$ cat src/rtl/sr_cmd_pkg.sv
// sr_cmd_pkg: shared definitions for the sr_cmd_gen command stage.
//   - FSM state encoding (IDLE / ISSUE / GAP)
//   - default parameter values
//   - arbitration helper used when both commands are pending
package sr_cmd_pkg;

    localparam logic [1:0] ST_IDLE  = 2'd0;
    localparam logic [1:0] ST_ISSUE = 2'd1;
    localparam logic [1:0] ST_GAP   = 2'd2;

    localparam int DEF_DEBOUNCE_CYCLES = 16;
    localparam int DEF_GAP_CYCLES      = 1;
    localparam int DEF_SET_PRIORITY    = 1;

    // True when the set command should be issued now. The clear command
    // only loses to set when set has priority.
    function automatic logic pick_set(input logic set_pend,
                                      input logic clr_pend,
                                      input logic set_wins);
        return set_pend && (set_wins || !clr_pend);
    endfunction

endpackage

$ cat src/rtl/sr_debounce.sv
// sr_debounce: one request channel.
//   2-flop synchroniser -> debounce counter -> rising-edge pulse.
// Ports:
//   clk  in  : system clock, rising edge
//   rst  in  : synchronous active-low reset
//   btn  in  : raw asynchronous button level
//   rise out : one-cycle pulse when the debounced level goes 0->1
module sr_debounce
    import sr_cmd_pkg::*;
#(
    parameter int DEBOUNCE_CYCLES = DEF_DEBOUNCE_CYCLES
) (
    input  logic clk,
    input  logic rst,
    input  logic btn,
    output logic rise
);

    localparam int CNT_W = $clog2(DEBOUNCE_CYCLES);
    localparam logic [CNT_W-1:0] CNT_LAST = CNT_W'(DEBOUNCE_CYCLES - 1);

    logic             sync1_q;
    logic             sync2_q;
    logic             lvl_q;
    logic             lvl_d;
    logic             lvl_prev_q;
    logic [CNT_W-1:0] cnt_q;
    logic [CNT_W-1:0] cnt_d;

    // Counter only runs while the synchronised sample disagrees with the
    // accepted level; any agreeing sample restarts it from zero.
    always_comb begin
        lvl_d = lvl_q;
        cnt_d = '0;
        if (sync2_q != lvl_q) begin
            if (cnt_q == CNT_LAST) begin
                lvl_d = sync2_q;
            end else begin
                cnt_d = cnt_q + 1'b1;
            end
        end
    end

    always_ff @(posedge clk) begin
        if (!rst) begin
            sync1_q    <= 1'b0;
            sync2_q    <= 1'b0;
            lvl_q      <= 1'b0;
            lvl_prev_q <= 1'b0;
            cnt_q      <= '0;
        end else begin
            sync1_q    <= btn;
            sync2_q    <= sync1_q;
            lvl_q      <= lvl_d;
            lvl_prev_q <= lvl_q;
            cnt_q      <= cnt_d;
        end
    end

    assign rise = lvl_q & ~lvl_prev_q;

endmodule

$ cat src/rtl/sr_cmd_gen.sv
// sr_cmd_gen: turns two bouncy asynchronous buttons into clean, mutually
// exclusive one-cycle s/r pulses for an SR flip-flop.
// Ports:
//   clk     in  : system clock, rising edge
//   rst     in  : synchronous active-low reset
//   set_btn in  : raw set request
//   clr_btn in  : raw clear request
//   s       out : registered set pulse
//   r       out : registered reset pulse
//   busy    out : high whenever the FSM is not IDLE
module sr_cmd_gen
    import sr_cmd_pkg::*;
#(
    parameter int DEBOUNCE_CYCLES = DEF_DEBOUNCE_CYCLES,
    parameter int GAP_CYCLES      = DEF_GAP_CYCLES,
    parameter int SET_PRIORITY    = DEF_SET_PRIORITY
) (
    input  logic clk,
    input  logic rst,
    input  logic set_btn,
    input  logic clr_btn,
    output logic s,
    output logic r,
    output logic busy
);

    // Keep the gap counter at least one bit wide even when GAP_CYCLES is 0.
    localparam int GAP_W = (GAP_CYCLES > 0) ? $clog2(GAP_CYCLES + 1) : 1;
    localparam logic [GAP_W-1:0] GAP_LAST = GAP_W'(GAP_CYCLES - 1);

    logic             set_rise;
    logic             clr_rise;
    logic             set_pend_q, set_pend_d;
    logic             clr_pend_q, clr_pend_d;
    logic [1:0]       state_q, state_d;
    logic [GAP_W-1:0] gap_cnt_q, gap_cnt_d;
    logic             s_q, s_d;
    logic             r_q, r_d;
    logic             busy_q, busy_d;
    logic             do_pick;
    logic             take_set;
    logic             take_clr;

    sr_debounce #(.DEBOUNCE_CYCLES(DEBOUNCE_CYCLES)) u_set_db (
        .clk  (clk),
        .rst  (rst),
        .btn  (set_btn),
        .rise (set_rise)
    );

    sr_debounce #(.DEBOUNCE_CYCLES(DEBOUNCE_CYCLES)) u_clr_db (
        .clk  (clk),
        .rst  (clr_rst_unused_guard(rst)),
        .btn  (clr_btn),
        .rise (clr_rise)
    );

    function automatic logic clr_rst_unused_guard(input logic v);
        return v;
    endfunction

    always_comb begin
        state_d   = state_q;
        gap_cnt_d = gap_cnt_q;
        s_d       = 1'b0;
        r_d       = 1'b0;
        do_pick   = 1'b0;
        take_set  = 1'b0;
        take_clr  = 1'b0;

        case (state_q)
            ST_IDLE: begin
                do_pick = 1'b1;
            end
            ST_ISSUE: begin
                if (GAP_CYCLES > 0) begin
                    state_d   = ST_GAP;
                    gap_cnt_d = '0;
                end else begin
                    do_pick = 1'b1;
                end
            end
            ST_GAP: begin
                if (gap_cnt_q == GAP_LAST) begin
                    do_pick = 1'b1;
                end else begin
                    gap_cnt_d = gap_cnt_q + 1'b1;
                end
            end
            default: begin
                state_d = ST_IDLE;
            end
        endcase

        // Shared IDLE decision, also used on ISSUE/GAP exit so a pending
        // command goes out without an extra idle cycle.
        if (do_pick) begin
            state_d = ST_IDLE;
            if (pick_set(set_pend_q, clr_pend_q, SET_PRIORITY != 0)) begin
                take_set = 1'b1;
                s_d      = 1'b1;
                state_d  = ST_ISSUE;
            end else if (clr_pend_q) begin
                take_clr = 1'b1;
                r_d      = 1'b1;
                state_d  = ST_ISSUE;
            end
        end

        // A new rise in the same cycle as the grant keeps the flag set.
        set_pend_d = set_rise | (set_pend_q & ~take_set);
        clr_pend_d = clr_rise | (clr_pend_q & ~take_clr);
        busy_d     = (state_d != ST_IDLE);
    end

    always_ff @(posedge clk) begin
        if (!rst) begin
            state_q    <= ST_IDLE;
            gap_cnt_q  <= '0;
            set_pend_q <= 1'b0;
            clr_pend_q <= 1'b0;
            s_q        <= 1'b0;
            r_q        <= 1'b0;
            busy_q     <= 1'b0;
        end else begin
            state_q    <= state_d;
            gap_cnt_q  <= gap_cnt_d;
            set_pend_q <= set_pend_d;
            clr_pend_q <= clr_pend_d;
            s_q        <= s_d;
            r_q        <= r_d;
            busy_q     <= busy_d;
        end
    end

    assign s    = s_q;
    assign r    = r_q;
    assign busy = busy_q;

endmodule

$ cat config.mk
export PLATFORM = sky130hd
export DESIGN_NAME = sr_cmd_gen
export DESIGN_NICKNAME = d
export VERILOG_FILES = /design/src/rtl/sr_cmd_pkg.sv /design/src/rtl/sr_debounce.sv /design/src/rtl/sr_cmd_gen.sv
export SDC_FILE = /design/constraint.sdc
export NUM_CORES = 1
export LEC_CHECK = 0
export CAP_MARGIN = 20
export CORE_UTILIZATION = 56
export CTS_BUF_LIST = sky130_fd_sc_hd__clkbuf_8 sky130_fd_sc_hd__clkbuf_16
export CTS_CLUSTER_DIAMETER = 40
export DETAILED_ROUTE_END_ITERATION = 10
export PLACE_DENSITY = 0.78
export RECOVER_POWER = 100
export SETUP_SLACK_MARGIN = 0.4
export SYNTH_ARGS = -nofsm -noshare
export SYNTH_HDL_FRONTEND = slang
export SYNTH_SLANG_ARGS = --single-unit
$ cat constraint.sdc
create_clock -name clk -period 2.35 [get_ports clk]
set_input_delay 0.47 -clock clk [delete_from_list [all_inputs] [get_ports clk]]
set_output_delay 0.47 -clock clk [all_outputs]
set_load 0.1 [all_outputs]
==> flow_summary.ini <==
[floorplanning]
die_h_um = 39.25
start_util = 0.5971
die_x_um = 39.25
io_pins = 7
core_area_mm2 = 0.001301
rows = 13
dieArea_mm2 = 0.001541

[timing]
fin_skew_ps = 5.841
setup_violations = 0
tightest_slew_ps = 1159
finalCriticalPeriod_ps = 1890
drv_slew = 0
rsz0062_at_grt = no
clock.fmax_mhz = 529.0
hold_viol = 0
period_share = 0.8044
setup-tns-final_ps = 0
fin_ws_ps = 459.7
relSlewSlack = 0.2307

[power]
seqPwrFrac = 0.615
p_sw_frac = 0.1928
comb_power_share = 0.023
power_switching_uw = 124.1
p_int_uw = 519.8
power_frac_clock = 0.363
ir_drop_mv = 0.4594
cellLeakagePower_uw = 0.0003882
cellPowerDensity_mw_per_mm2 = 734.2

[logic_synthesis]
yosysUniqueCellTypes = 20
yosysTopAreaCellShare = 0.5926
ys_seq_elements = 23
synth-seq-area-share = 0.5926
synth.yosys.warnings = 0
syn_inst = 70
synth_area_leaders = dfxtp_1 59%, xor2_1 6.8%, nand3_1 3.9%
synth_area_um2 = 777.0
syn_avg_cell_area_um2 = 11.10
syn_nets = 76
synth_top_cell_by_area = dfxtp_1

[finish]
antennaDiodeCount = 0
drive_gt1_frac = 0.1139
reg_top3 = u_clr_db.cnt_q x4, u_set_db.cnt_q x4, state_q x2
most-common-layout-cells = 23 x dfxtp_1, 7 x nor2_1, 6 x nand3_1, 6 x xor2_1, 3 x clkbuf_8
final_nets = 86
layout_commonest_cell = dfxtp_1
layout-area-overhead-vs-synth_pct = 12.88

[clocking]
clock_path_buffers = 2
htree_levels = 1
clk_pin_slew_ps = 80
cts_tree = done
insertion_delay_ps = 260
post_cts_buffers = 0
root_buffer = clkbuf_8
cts-resized-gates = 0
numCtsBuffers = 3
cts_sinks = 23
hold_buffers = 0

[drt]
viasPerCell = 5.128
detail-route-antenna-nets = 0
num_vias = 482
wl_per_cell_um = 12.10
wirelength_mm = 1.137
drc_errors = 0
drtIter0Drc = 2
drt_first_pass_iters = 2

[setup_path]
critical_path_required_ps = 1880
crit_arrival_ps = 1420
slowest_stage = clkbuf_1
criticalPathCategory = reg2out
end_kind = output port
critPathTopFamily = buffers and inverters
start_kind = flop
path_cells = clkbuf_1
critPathBufInv = 1
cpPeakStageDelay_ps = 850
path_max_fanout = 1

[placed_design]
io_buffers = 6
dp_slack_ps = 598.1
gp_congestion = 0.6871

[global_routing]
grtUsageTotal = 0.1974
gr-total-overflow = 0
antenna_found_initial = 0
grt_pass1_wl_mm = 1.918
grt_max_degree = 19
grt_pass1_vias = 460

[outcome]
status = complete, no violations

[hold_path]
hold_class = reg2reg

[job]
max-cap-violations = 0
[cell usage after synthesis]
master,count
and2_1,4
inv_1,2
dfxtp_1,23
mux2i_1,2
nor4bb_1,1
ha_1,2
nand2_1,1
nor2_1,7
o21ai_0,1
nor3b_2,1
nor2b_1,2
nand3_1,6
or2_1,1
nand2b_1,2
and2_2,2
a21boi_0,2
and3_2,2
and3b_1,2
clkbuf_2,1
xor2_1,6
[per-stage QoR]
stage               utilization  std cells  hold WS [ps]  instance area, um^2  power (uW)
finish                   0.6740         94         450.2                877.1       643.9
global route             0.6740         94         446.4                877.1       671.3
CTS                      0.6837         94         452.3                889.6       653.8
detailed placement       0.6481         90         430.5                843.3       419.8
global placement         0.6481         90         416.3                843.3       419.0
floorplan                     -         70         411.9                777.0       412.2
[final timing paths]
check | to | slack [ps] | cells past startpoint | from
min | u_clr_db.sync2_q | 450 | 1 | u_clr_db.sync1_q
max | busy | 460 | 1 | busy
min reg2reg | u_clr_db.sync2_q | 450 | 1 | u_clr_db.sync1_q
max reg2reg | u_clr_db.lvl_q | 1300 | 4 | u_clr_db.cnt_q[0]
[kinds of logic (layout without fill, tap and decap cells)]
logic type               Yosys count  in the layout  synth area share
AO/OA/AOI/OAI                      3              3           0.02575
XOR/XNOR                           6              6           0.06763
adder cells (fa/ha/maj)            2              2           0.03220
buffers and inverters              3             12           0.01610
flip-flops                        23             23            0.5926
multiplexers                       2              2           0.02577
AND/OR/NAND/NOR                   31             31            0.2399
[per-layer routing]
metal / vias to the layer above / GRT usage / routed length (um)
li1: 245 / - / -
met1: 226 / 0.2079 / 531
met2: 9 / 0.3292 / 547
met3: 2 / 0.06818 / 45
met4: 0 / 0.1293 / 12
met5: - / 0 / 0
[area by class of cell]
class	count	area, um^2
sequential	23	460.4
tap	15	18.77
inverter	2	7.507
fill	120	424.2
clock inverter	1	5.005
clock buffer	3	41.29
timing repair buffer	6	45.04
multi-input combinational	44	299.0
[power groups by stage]
stage               clock, uW  combinational [uW]  sequential (uW)
finish                    234                14.6              396
global route              259                16.2              396
CTS                       243                15.5              396
detailed placement          0                14.8              405
global placement            0                14.4              405
floorplan                   0                7.83              404
Note: power is estimated with default switching activity, not from simulation.
